`config.mk`:
```
export PLATFORM = sky130hd
export DESIGN_NAME = quad_decoder_mc
export DESIGN_NICKNAME = d
export VERILOG_FILES = /design/src/rtl/quad_decoder_mc.sv
export SDC_FILE = /design/constraint.sdc
export NUM_CORES = 2
export LEC_CHECK = 0
export BUFFER_PORTS_ARGS = -buffer_cell sky130_fd_sc_hd__buf_2
export CORE_MARGIN = 5
export CORE_UTILIZATION = 40
export DETAILED_ROUTE_END_ITERATION = 16
export GPL_TIMING_DRIVEN = 0
export PLACE_DENSITY_LB_ADDON = 0.15
export SLEW_MARGIN = 20
export SYNTH_ARGS = -nofsm -noshare
export SYNTH_HDL_FRONTEND = slang
export SYNTH_SLANG_ARGS = --single-unit
export TNS_END_PERCENT = 30
```
`constraint.sdc`:
```
create_clock -name i_clk -period 7.7 [get_ports i_clk]
set_input_delay 1.54 -clock i_clk [delete_from_list [all_inputs] [get_ports i_clk]]
set_output_delay 1.54 -clock i_clk [all_outputs]
set_load 0.02 [all_outputs]
```
`src/rtl/quad_decoder_mc.sv`:
```
// rtl/quad_decoder_mc.sv - multi-channel quadrature encoder decoder
//
// Purpose: decodes CHANNELS independent {Index, A, B} encoder inputs into a
// wrapping signed position, a same-direction step period measured on the
// shared ctime timestamp, direction, a one-cycle step strobe and a sticky
// illegal-transition flag.
//
// Ports:
//   i_clk      system clock
//   i_reset    synchronous active-high reset
//   i_enc      channel c = i_enc[3c+2:3c] = {Index, A, B}, asynchronous
//   i_ctime    free-running timestamp, +1 per clock
//   i_err_clr  per-channel level clear of o_err
//   o_angpos   channel c at [POS_W*c +: POS_W], two's complement, wrapping
//   o_period   channel c at [PER_W*c +: PER_W], ticks between steps, saturating
//   o_dir      1 = last valid step was clockwise
//   o_step     one-cycle pulse per valid step
//   o_err      sticky illegal-transition flag
module quad_decoder_mc #(
  parameter int CHANNELS  = 4,
  parameter int POS_W     = 32,
  parameter int TIME_W    = 51,
  parameter int PER_W     = 32,
  parameter int FILT      = 2,
  parameter int INDEX_CLR = 1
) (
  input  logic                        i_clk,
  input  logic                        i_reset,
  input  logic [3*CHANNELS-1:0]       i_enc,
  input  logic [TIME_W-1:0]           i_ctime,
  input  logic [CHANNELS-1:0]         i_err_clr,
  output logic [POS_W*CHANNELS-1:0]   o_angpos,
  output logic [PER_W*CHANNELS-1:0]   o_period,
  output logic [CHANNELS-1:0]         o_dir,
  output logic [CHANNELS-1:0]         o_step,
  output logic [CHANNELS-1:0]         o_err
);

  localparam int CNT_W = (FILT > 1) ? $clog2(FILT) : 1;
  localparam logic [CNT_W-1:0] CNT_LAST = CNT_W'(FILT - 1);

  // Arming window: three cycles after reset in which the filters load the
  // synchronised inputs directly so a non-00 rest position is not counted.
  logic [1:0] r_arm;
  logic       w_armed;

  assign w_armed = (r_arm == 2'd3);

  always_ff @(posedge i_clk) begin
    if (i_reset) begin
      r_arm <= 2'd0;
    end else if (!w_armed) begin
      r_arm <= r_arm + 2'd1;
    end
  end

  for (genvar c = 0; c < CHANNELS; c++) begin : g_ch
    logic [2:0]        r_s1;
    logic [2:0]        r_s2;
    logic [2:0]        r_filt;
    logic [2:0]        r_prev;
    logic [CNT_W-1:0]  r_cnt [3];
    logic [POS_W-1:0]  r_pos;
    logic [PER_W-1:0]  r_per;
    logic              r_dir;
    logic              r_step;
    logic              r_err;
    logic              r_first;
    logic [TIME_W-1:0] r_last_ts;

    logic [TIME_W-1:0] w_elapsed;
    logic [PER_W-1:0]  w_el_sat;
    logic [1:0]        w_prev_q;
    logic [1:0]        w_cur_q;
    logic [1:0]        w_delta;
    logic              w_cw;
    logic              w_ccw;
    logic              w_illegal;
    logic              w_idx_rise;
    logic              w_valid;

    // Synchroniser, per-bit glitch filter and previous-state register.
    // Bit order within a channel: [2] = Index, [1] = A, [0] = B.
    always_ff @(posedge i_clk) begin
      if (i_reset) begin
        r_s1   <= 3'b000;
        r_s2   <= 3'b000;
        r_filt <= 3'b000;
        r_prev <= 3'b000;
        for (int b = 0; b < 3; b++) r_cnt[b] <= '0;
      end else begin
        r_s1 <= i_enc[3*c +: 3];
        r_s2 <= r_s1;
        if (!w_armed) begin
          // prev follows s2 too, so the first armed cycle sees no change
          r_filt <= r_s2;
          r_prev <= r_s2;
          for (int b = 0; b < 3; b++) r_cnt[b] <= '0;
        end else begin
          r_prev <= r_filt;
          for (int b = 0; b < 3; b++) begin
            if (r_s2[b] == r_filt[b]) begin
              r_cnt[b] <= '0;
            end else if (r_cnt[b] == CNT_LAST) begin
              r_filt[b] <= r_s2[b];
              r_cnt[b]  <= '0;
            end else begin
              r_cnt[b] <= r_cnt[b] + CNT_W'(1);
            end
          end
        end
      end
    end

    // Map AB onto a 2-bit quadrant counting clockwise (00,10,11,01 -> 0..3);
    // the modulo-4 difference then classifies the transition directly.
    assign w_prev_q   = {r_prev[0], r_prev[1] ^ r_prev[0]};
    assign w_cur_q    = {r_filt[0], r_filt[1] ^ r_filt[0]};
    assign w_delta    = w_cur_q - w_prev_q;
    assign w_cw       = w_armed && (w_delta == 2'd1);
    assign w_ccw      = w_armed && (w_delta == 2'd3);
    assign w_illegal  = w_armed && (w_delta == 2'd2);
    assign w_valid    = w_cw || w_ccw;
    assign w_idx_rise = (INDEX_CLR != 0) && w_armed && r_filt[2] && !r_prev[2];

    assign w_elapsed  = i_ctime - r_last_ts;

    if (PER_W >= TIME_W) begin : g_nosat
      assign w_el_sat = PER_W'(w_elapsed);
    end else begin : g_sat
      assign w_el_sat = (|w_elapsed[TIME_W-1:PER_W]) ? '1 : w_elapsed[PER_W-1:0];
    end

    always_ff @(posedge i_clk) begin
      if (i_reset) begin
        r_pos     <= '0;
        r_per     <= '1;
        r_dir     <= 1'b0;
        r_step    <= 1'b0;
        r_err     <= 1'b0;
        r_first   <= 1'b1;
        r_last_ts <= '0;
      end else begin
        r_step <= w_valid;

        if (w_idx_rise) begin
          r_pos <= '0;
        end else if (w_cw) begin
          r_pos <= r_pos + POS_W'(1);
        end else if (w_ccw) begin
          r_pos <= r_pos - POS_W'(1);
        end

        if (w_valid) begin
          r_dir     <= w_cw;
          r_last_ts <= i_ctime;
          r_first   <= 1'b0;
          // A reversal or the first step has no meaningful previous interval
          if (r_first || (w_cw != r_dir)) begin
            r_per <= '1;
          end else begin
            r_per <= w_el_sat;
          end
        end else if (w_armed && !w_illegal && (w_el_sat > r_per)) begin
          // Stall growth: report at least the time since the last step
          r_per <= w_el_sat;
        end

        if (w_illegal) begin
          r_err <= 1'b1;
        end else if (i_err_clr[c]) begin
          r_err <= 1'b0;
        end
      end
    end

    assign o_angpos[POS_W*c +: POS_W] = r_pos;
    assign o_period[PER_W*c +: PER_W] = r_per;
    assign o_dir[c]                   = r_dir;
    assign o_step[c]                  = r_step;
    assign o_err[c]                   = r_err;
  end

endmodule
```
---- Word-level counts from Yosys, hierarchy flattened ----
Memories as Yosys holds them, arrays and structs flattened.
Cells that the tools add are included.
word-level totals
  output and inout bits ................... 268
  logic and storage cells ................. 560
  memory bits (writable) .................. 12
  input port bits ......................... 69
  memories ................................ 4
  flip-flop bits (word level) ............. 526
memories
  name           depth  width  read ports  clocked after memory_dff  write ports  line  RTL
  g_ch[0].r_cnt  3      1      3           0                         3            62    logic [CNT_W-1:0] r_cnt [3];
  g_ch[1].r_cnt  3      1      3           0                         3            62
  g_ch[2].r_cnt  3      1      3           0                         3            62
  g_ch[3].r_cnt  3      1      3           0                         3            62
cells by class
  $add $sub $neg .......................... 29
  $lt $le $gt $ge ......................... 4
  mux-type cells .......................... 285
  reduce and logical (&&, ||, !) cells .... 76
  equality and inequality tests ........... 53
  bitwise operators ....................... 56
operators by type and width
  operator               number
  $mux 32                24
  $mux 1                 253
  $sub 51x51->51         4
  $add 32x1->32 const B  4
  $gt 32x32->1           4
  $sub 32x1->32 const B  4
  $reduce_or 19->1       4
  $or 1x1->1             48
  $logic_and 1x1->1      28
  $mux 3                 8
  $ne 2x1->1 const B     12
  $ne 2x2->1 const B     12
  $reduce_and 2->1       12
  $reduce_bool 2->1      12
  $eq 2x2->1 const B     9
  $add 1x1->1 const B    12
  $eq 1x1->1             12
  $eq 2x1->1 const B     4
  $logic_not 1->1        8
  $logic_or 1x1->1       8
  $reduce_or 2->1        4
  $sub 2x2->2            4
  $xor 1x1->1            8
  $ne 1x1->1             4
  $add 2x1->2 const B    1

---- Depth between registers and ports, before layout ----
  depth in word-level cells ............... 9
  mapped depth ............................ 33
  mapped depth without buffers ............ 28

---- Least setup slack after synthesis ----
Ideal clock, no wire load.
  path type ............................... input-to-reg
  start ................................... input i_ctime[0]
  end ..................................... register g_ch[2].r_per[10]
  data arrival time ....................... 7.487 ns
  setup time .............................. 0.070 ns
  required time ........................... 7.630 ns
  slack ................................... 0.143 ns
  cell stages on the path ................. 31
  path buffers ............................ 3
  cell sequence ........................... inv_1 -> ha_1 -> fa_1 -> nor2b_1 -> o31ai_1 -> a21oi_1 -> a311oi_1 -> nor4b_1 -> nor2_1 -> a2111oi_0 -> mux2i_1 -> nor4_1 -> and3_1 -> and4bb_2 -> buf_2 -> nand2_1 -> ha_1 -> a21o_1 -> a21o_1 -> a211o_1 -> a21o_1 -> a21o_1 -> a221oi_1 -> o21ai_0 -> a221o_1 -> a31oi_1 -> nor3_1 -> and4_1 -> buf_2 -> buf_2 -> a21oi_1
between the ends
  word-level cells in the longest chain between the ends .. 6
  elaborated cells between the ends (all ways) .. 9
  those cells by class .................... add/sub (1); order compare (1); mux (4); reduce/logical (3)
RTL lines
  what                                line  RTL
  from (decl)                         30    input logic [TIME_W-1:0] i_ctime,
  $sub 51x51->51 *                    126   assign w_elapsed = i_ctime - r_last_ts;
  $reduce_or 19->1                    131   assign w_el_sat = (|w_elapsed[TIME_W-1:PER_W]) ? '1 : w_elapsed[PER_W-1:0];
  $mux 32 *                           131
  $gt 32x32->1                        164   end else if (w_armed && !w_illegal && (w_el_sat > r_per)) begin
  $logic_and 1x1->1                   164
  $reduce_bool 2->1 (no source line)  n/a
  to (signal assigned)                162   r_per <= w_el_sat;
  to (signal assigned)                166   r_per <= w_el_sat;
  to (decl)                           64    logic [PER_W-1:0] r_per;
Mark *: on every way between the ends. The rest lies on a longest branch, timed or not. The select of a mux whose other input is x is not followed.
A chain may end at the register's enable or synchronous reset.

---- Worst setup path in the final report ----
  start ................................... input i_ctime[0]
  end ..................................... register g_ch[2].r_per[13]
The elaborated chain is that of the path after synthesis.

==> flow_metrics.py <==
metrics = {
    "critical_path": {
        "crit_buf_inv": 6,
        "crit_path_start_kind": "primary input",
        "r2r_slack_ns": 0.50,
        "cpPeakStageDelay_ns": 0.42,
        "required_ns": 8.27,
        "crit_arrival_ns": 8.22,
        "slowest_stage": "fa_2",
        "r2r-end": "g_ch[1].r_pos[30]",
        "crit_path_end_kind": "register",
        "cpLargestDelayFamily": "compound AO/OA/AOI/OAI gates",
        "reg2reg_depth": 20,
        "r2r_start": "g_ch[1].r_filt[0]",
        "crit_fanout": 8,
        "crit_path_frequent_cell": "a21o_1",
        "setup.worst_path.class": "in2reg",
    },
    "job": {
        "cap_violations": 0,
    },
    "global_route": {
        "met3_usage_pct": 4.39,
        "top_usage_layer": "met2",
        "grt_pass1_wl_mm": 201,
        "grt_max_degree": 33,
        "grt_overflow_total": 0,
        "antenna_found_initial": 19,
        "grt_pass1_vias": 35900,
        "use_met1_pct": 30.2,
        "grt_use_total_pct": 23.2,
        "met2_usage_pct": 39.3,
    },
    "detailed_routing": {
        "drt-vias-per-instance": 5.46,
        "drtIter0Drc": 2364,
        "drc": 0,
        "first_pass_iters": 6,
        "routedWlPerCell_um": 18.5,
        "vias": 38400,
        "ant_nets": 0,
        "drt-total-wl_mm": 130,
    },
    "floorplan": {
        "start_util_pct": 40.1,
        "fp.dieW_um": 326,
        "row_count": 116,
        "core-area_um2": 99700,
        "dieHeight_um": 326,
        "io_pins": 337,
        "die_area_um2": 106000,
    },
    "clock_network": {
        "cts-buffers-inserted": 71,
        "cts.reportedPaths.clkPinSlew_ns": 0.06,
        "cts_tree": "yes",
        "cts_max_level": 3,
        "cts-root-buf": "clkbuf_16",
        "clk_latency_ns": 0.64,
        "cts_sinks": 538,
        "clockBufferDepth": 3,
        "cts_hold_buf": 0,
    },
    "synthesis": {
        "synth_area_leader_cell": "dfxtp_1",
        "netlist_top_cells_area": "dfxtp_1 (26%), ha_1 (14%), a21oi_1 (7.6%), nand2_1 (6.5%), xnor2_1 (4.2%)",
        "avgSynthCellArea_um2": 7.67,
        "synthFlopType": "dfxtp_1",
        "synth_cell_type_count": 91,
        "synth_area_um2": 40000,
        "ys_seq_area_share_pct": 27.2,
        "synth-edff-count": 12,
        "synth_top_cell_area_share_pct": 26.3,
        "netlist_instances": 5217,
        "yosys_warnings": 0,
        "async_reset_ff_share_pct": 0,
        "yosys_register_bits": 538,
    },
    "cells_and_area": {
        "layout.nets": 6200,
        "final_common_cell": "nand2_1",
        "multiInputGateArea_um2": 27100,
        "drive_gt1_share_pct": 12.3,
        "fill_cells": 10200,
        "fin_cells": 7033,
        "mostFrequentLayoutCells": "nand2_1 (684), a21oi_1 (567), dfxtp_1 (526), ha_1 (452), inv_1 (420)",
        "syn2layout_area_growth_pct": 17.8,
        "seqCellArea_um2": 10900,
    },
    "sta": {
        "period_minus_slack_ns": 7.65,
        "setup_tns_ns": 0,
        "report.final.slew_viol_count": 0,
        "setup_viol": 0,
        "maxSlewHeadroom_pct": 25.0,
        "hold_viol_final": 0,
        "clock_skew_ns": 0.0228,
        "max_freq_ghz": 0.131,
        "finalCritPeriodShare_pct": 99.3,
        "rsz0062_at_grt": "true",
        "worst_pin_slew_ns": 1.13,
    },
    "min_path": {
        "hp-start": "g_ch[1].r_s1[0]",
        "whs_endpoint": "g_ch[1].r_s2[0]",
        "whs_path_depth": 1,
        "min_path_type": "reg2reg",
    },
    "place": {
        "port_buffers": 335,
        "dpl.hpwl_mm": 102,
        "dp_cells": 6864,
        "place_congestion": 0.919,
    },
    "power_and_ir_drop": {
        "irDropWorstVdd_uv": 155,
        "power_density_nw_per_um2": 188,
        "p_leak_nw": 20.8,
        "power_mw": 8.86,
    },
    "status": {
        "status": "completed",
    },
}
## how the worst max path moves through the flow
stage	startpoint	endpoint	slack (ns)	cells past startpoint
finish	i_ctime[0]	g_ch[2].r_per[13]	0.05	33
global route	i_ctime[0]	g_ch[2].r_per[13]	-0.17	33
CTS	i_ctime[0]	g_ch[2].r_per[27]	-0.03	33
detailed placement	i_ctime[1]	g_ch[2].r_per[30]	-2.57	30
global placement	i_ctime[1]	g_ch[2].r_per[20]	-2.64	30
floorplan	i_ctime[0]	g_ch[2].r_per[10]	0.14	31
## routing by layer
layer	share of wire, %	routed length [um]
met2	47	60700
met4	2.6	3390
met1	45	58500
met5	0.054	70
met3	5.7	7370
## state kept, by name, indices dropped and copies added, names as in the netlist, 4 cells and up
| signal | flops |
|---|---|
| g_ch.r_dir | 4 |
| g_ch.r_last_ts | 204 |
| g_ch.r_s1 | 12 |
| g_ch.r_step | 4 |
| g_ch.r_err | 4 |
| g_ch.r_pos | 128 |
| g_ch.r_first | 4 |
| g_ch.r_per | 128 |
| g_ch.r_s2 | 12 |
| g_ch.r_prev | 12 |
| g_ch.r_cnt | 12 |
| g_ch.r_filt | 12 |
## logic make-up after synthesis
group           synth area share [%]
compound gates                  25.9
xor+xnor                        6.50
fa+ha+maj                       14.6
buf+inv                         6.60
flops                           27.2
mux                             1.07
other cells                  0.00938
simple gates                    18.2
## area by class of cell
class	count	area share [%]
sequential	538	23.1
buffer	240	2.52
antenna	8	0.0425
timing repair buffer	371	4.38
tap	1298	3.45
inverter	423	3.39
clock inverter	43	1.50
multi-input combinational	4025	57.5
clock buffer	87	4.11
## what timing repair did
item                                   CTS  global route
pin swaps                               14            55
buffers inserted                        13            16
endpoints found under the hold margin    0             0
cloned                                   0             4
gates resized for setup                 78           150
setup endpoints to repair              134           129
## where the power goes
group	internal (mW)	switching, mW	total, mW
sequential	2.85	0.0411	2.89
combinational	0.871	1.31	2.19
clock	2.37	1.41	3.78
## stage by stage
stage / hold slack [ns] / area, um^2 / worst slack (ns) / util [%]
floorplan: 0.414 / 40000 / 0.143 / -
global placement: 0.422 / 43300 / -2.64 / 43.5
detailed placement: 0.423 / 43400 / -2.57 / 43.5
CTS: 0.441 / 46400 / -0.0268 / 46.6
global route: 0.457 / 47100 / -0.168 / 47.2
finish: 0.435 / 47100 / 0.0532 / 47.3
## Yosys cell counts, types with 26 or more instances
master and instances:
o21ai_0 187, buf_2 26, ha_1 453, mux2i_1 36, xor2_1 104, inv_1 423, nand2_1 690, a31oi_1 103
a211oi_1 34, nor2b_1 66, nand3_1 62, nor3_1 58, nor2_1 404, a22o_1 132, o211ai_1 29, xnor2_1 193
clkbuf_1 175, and3_1 41, o21a_1 39, dfxtp_1 526, a21o_1 214, nand2b_1 67, nand4_1 82, a21oi_1 607
and2_1 28, o21bai_1 60
Power figures use the tool's default switching activity.
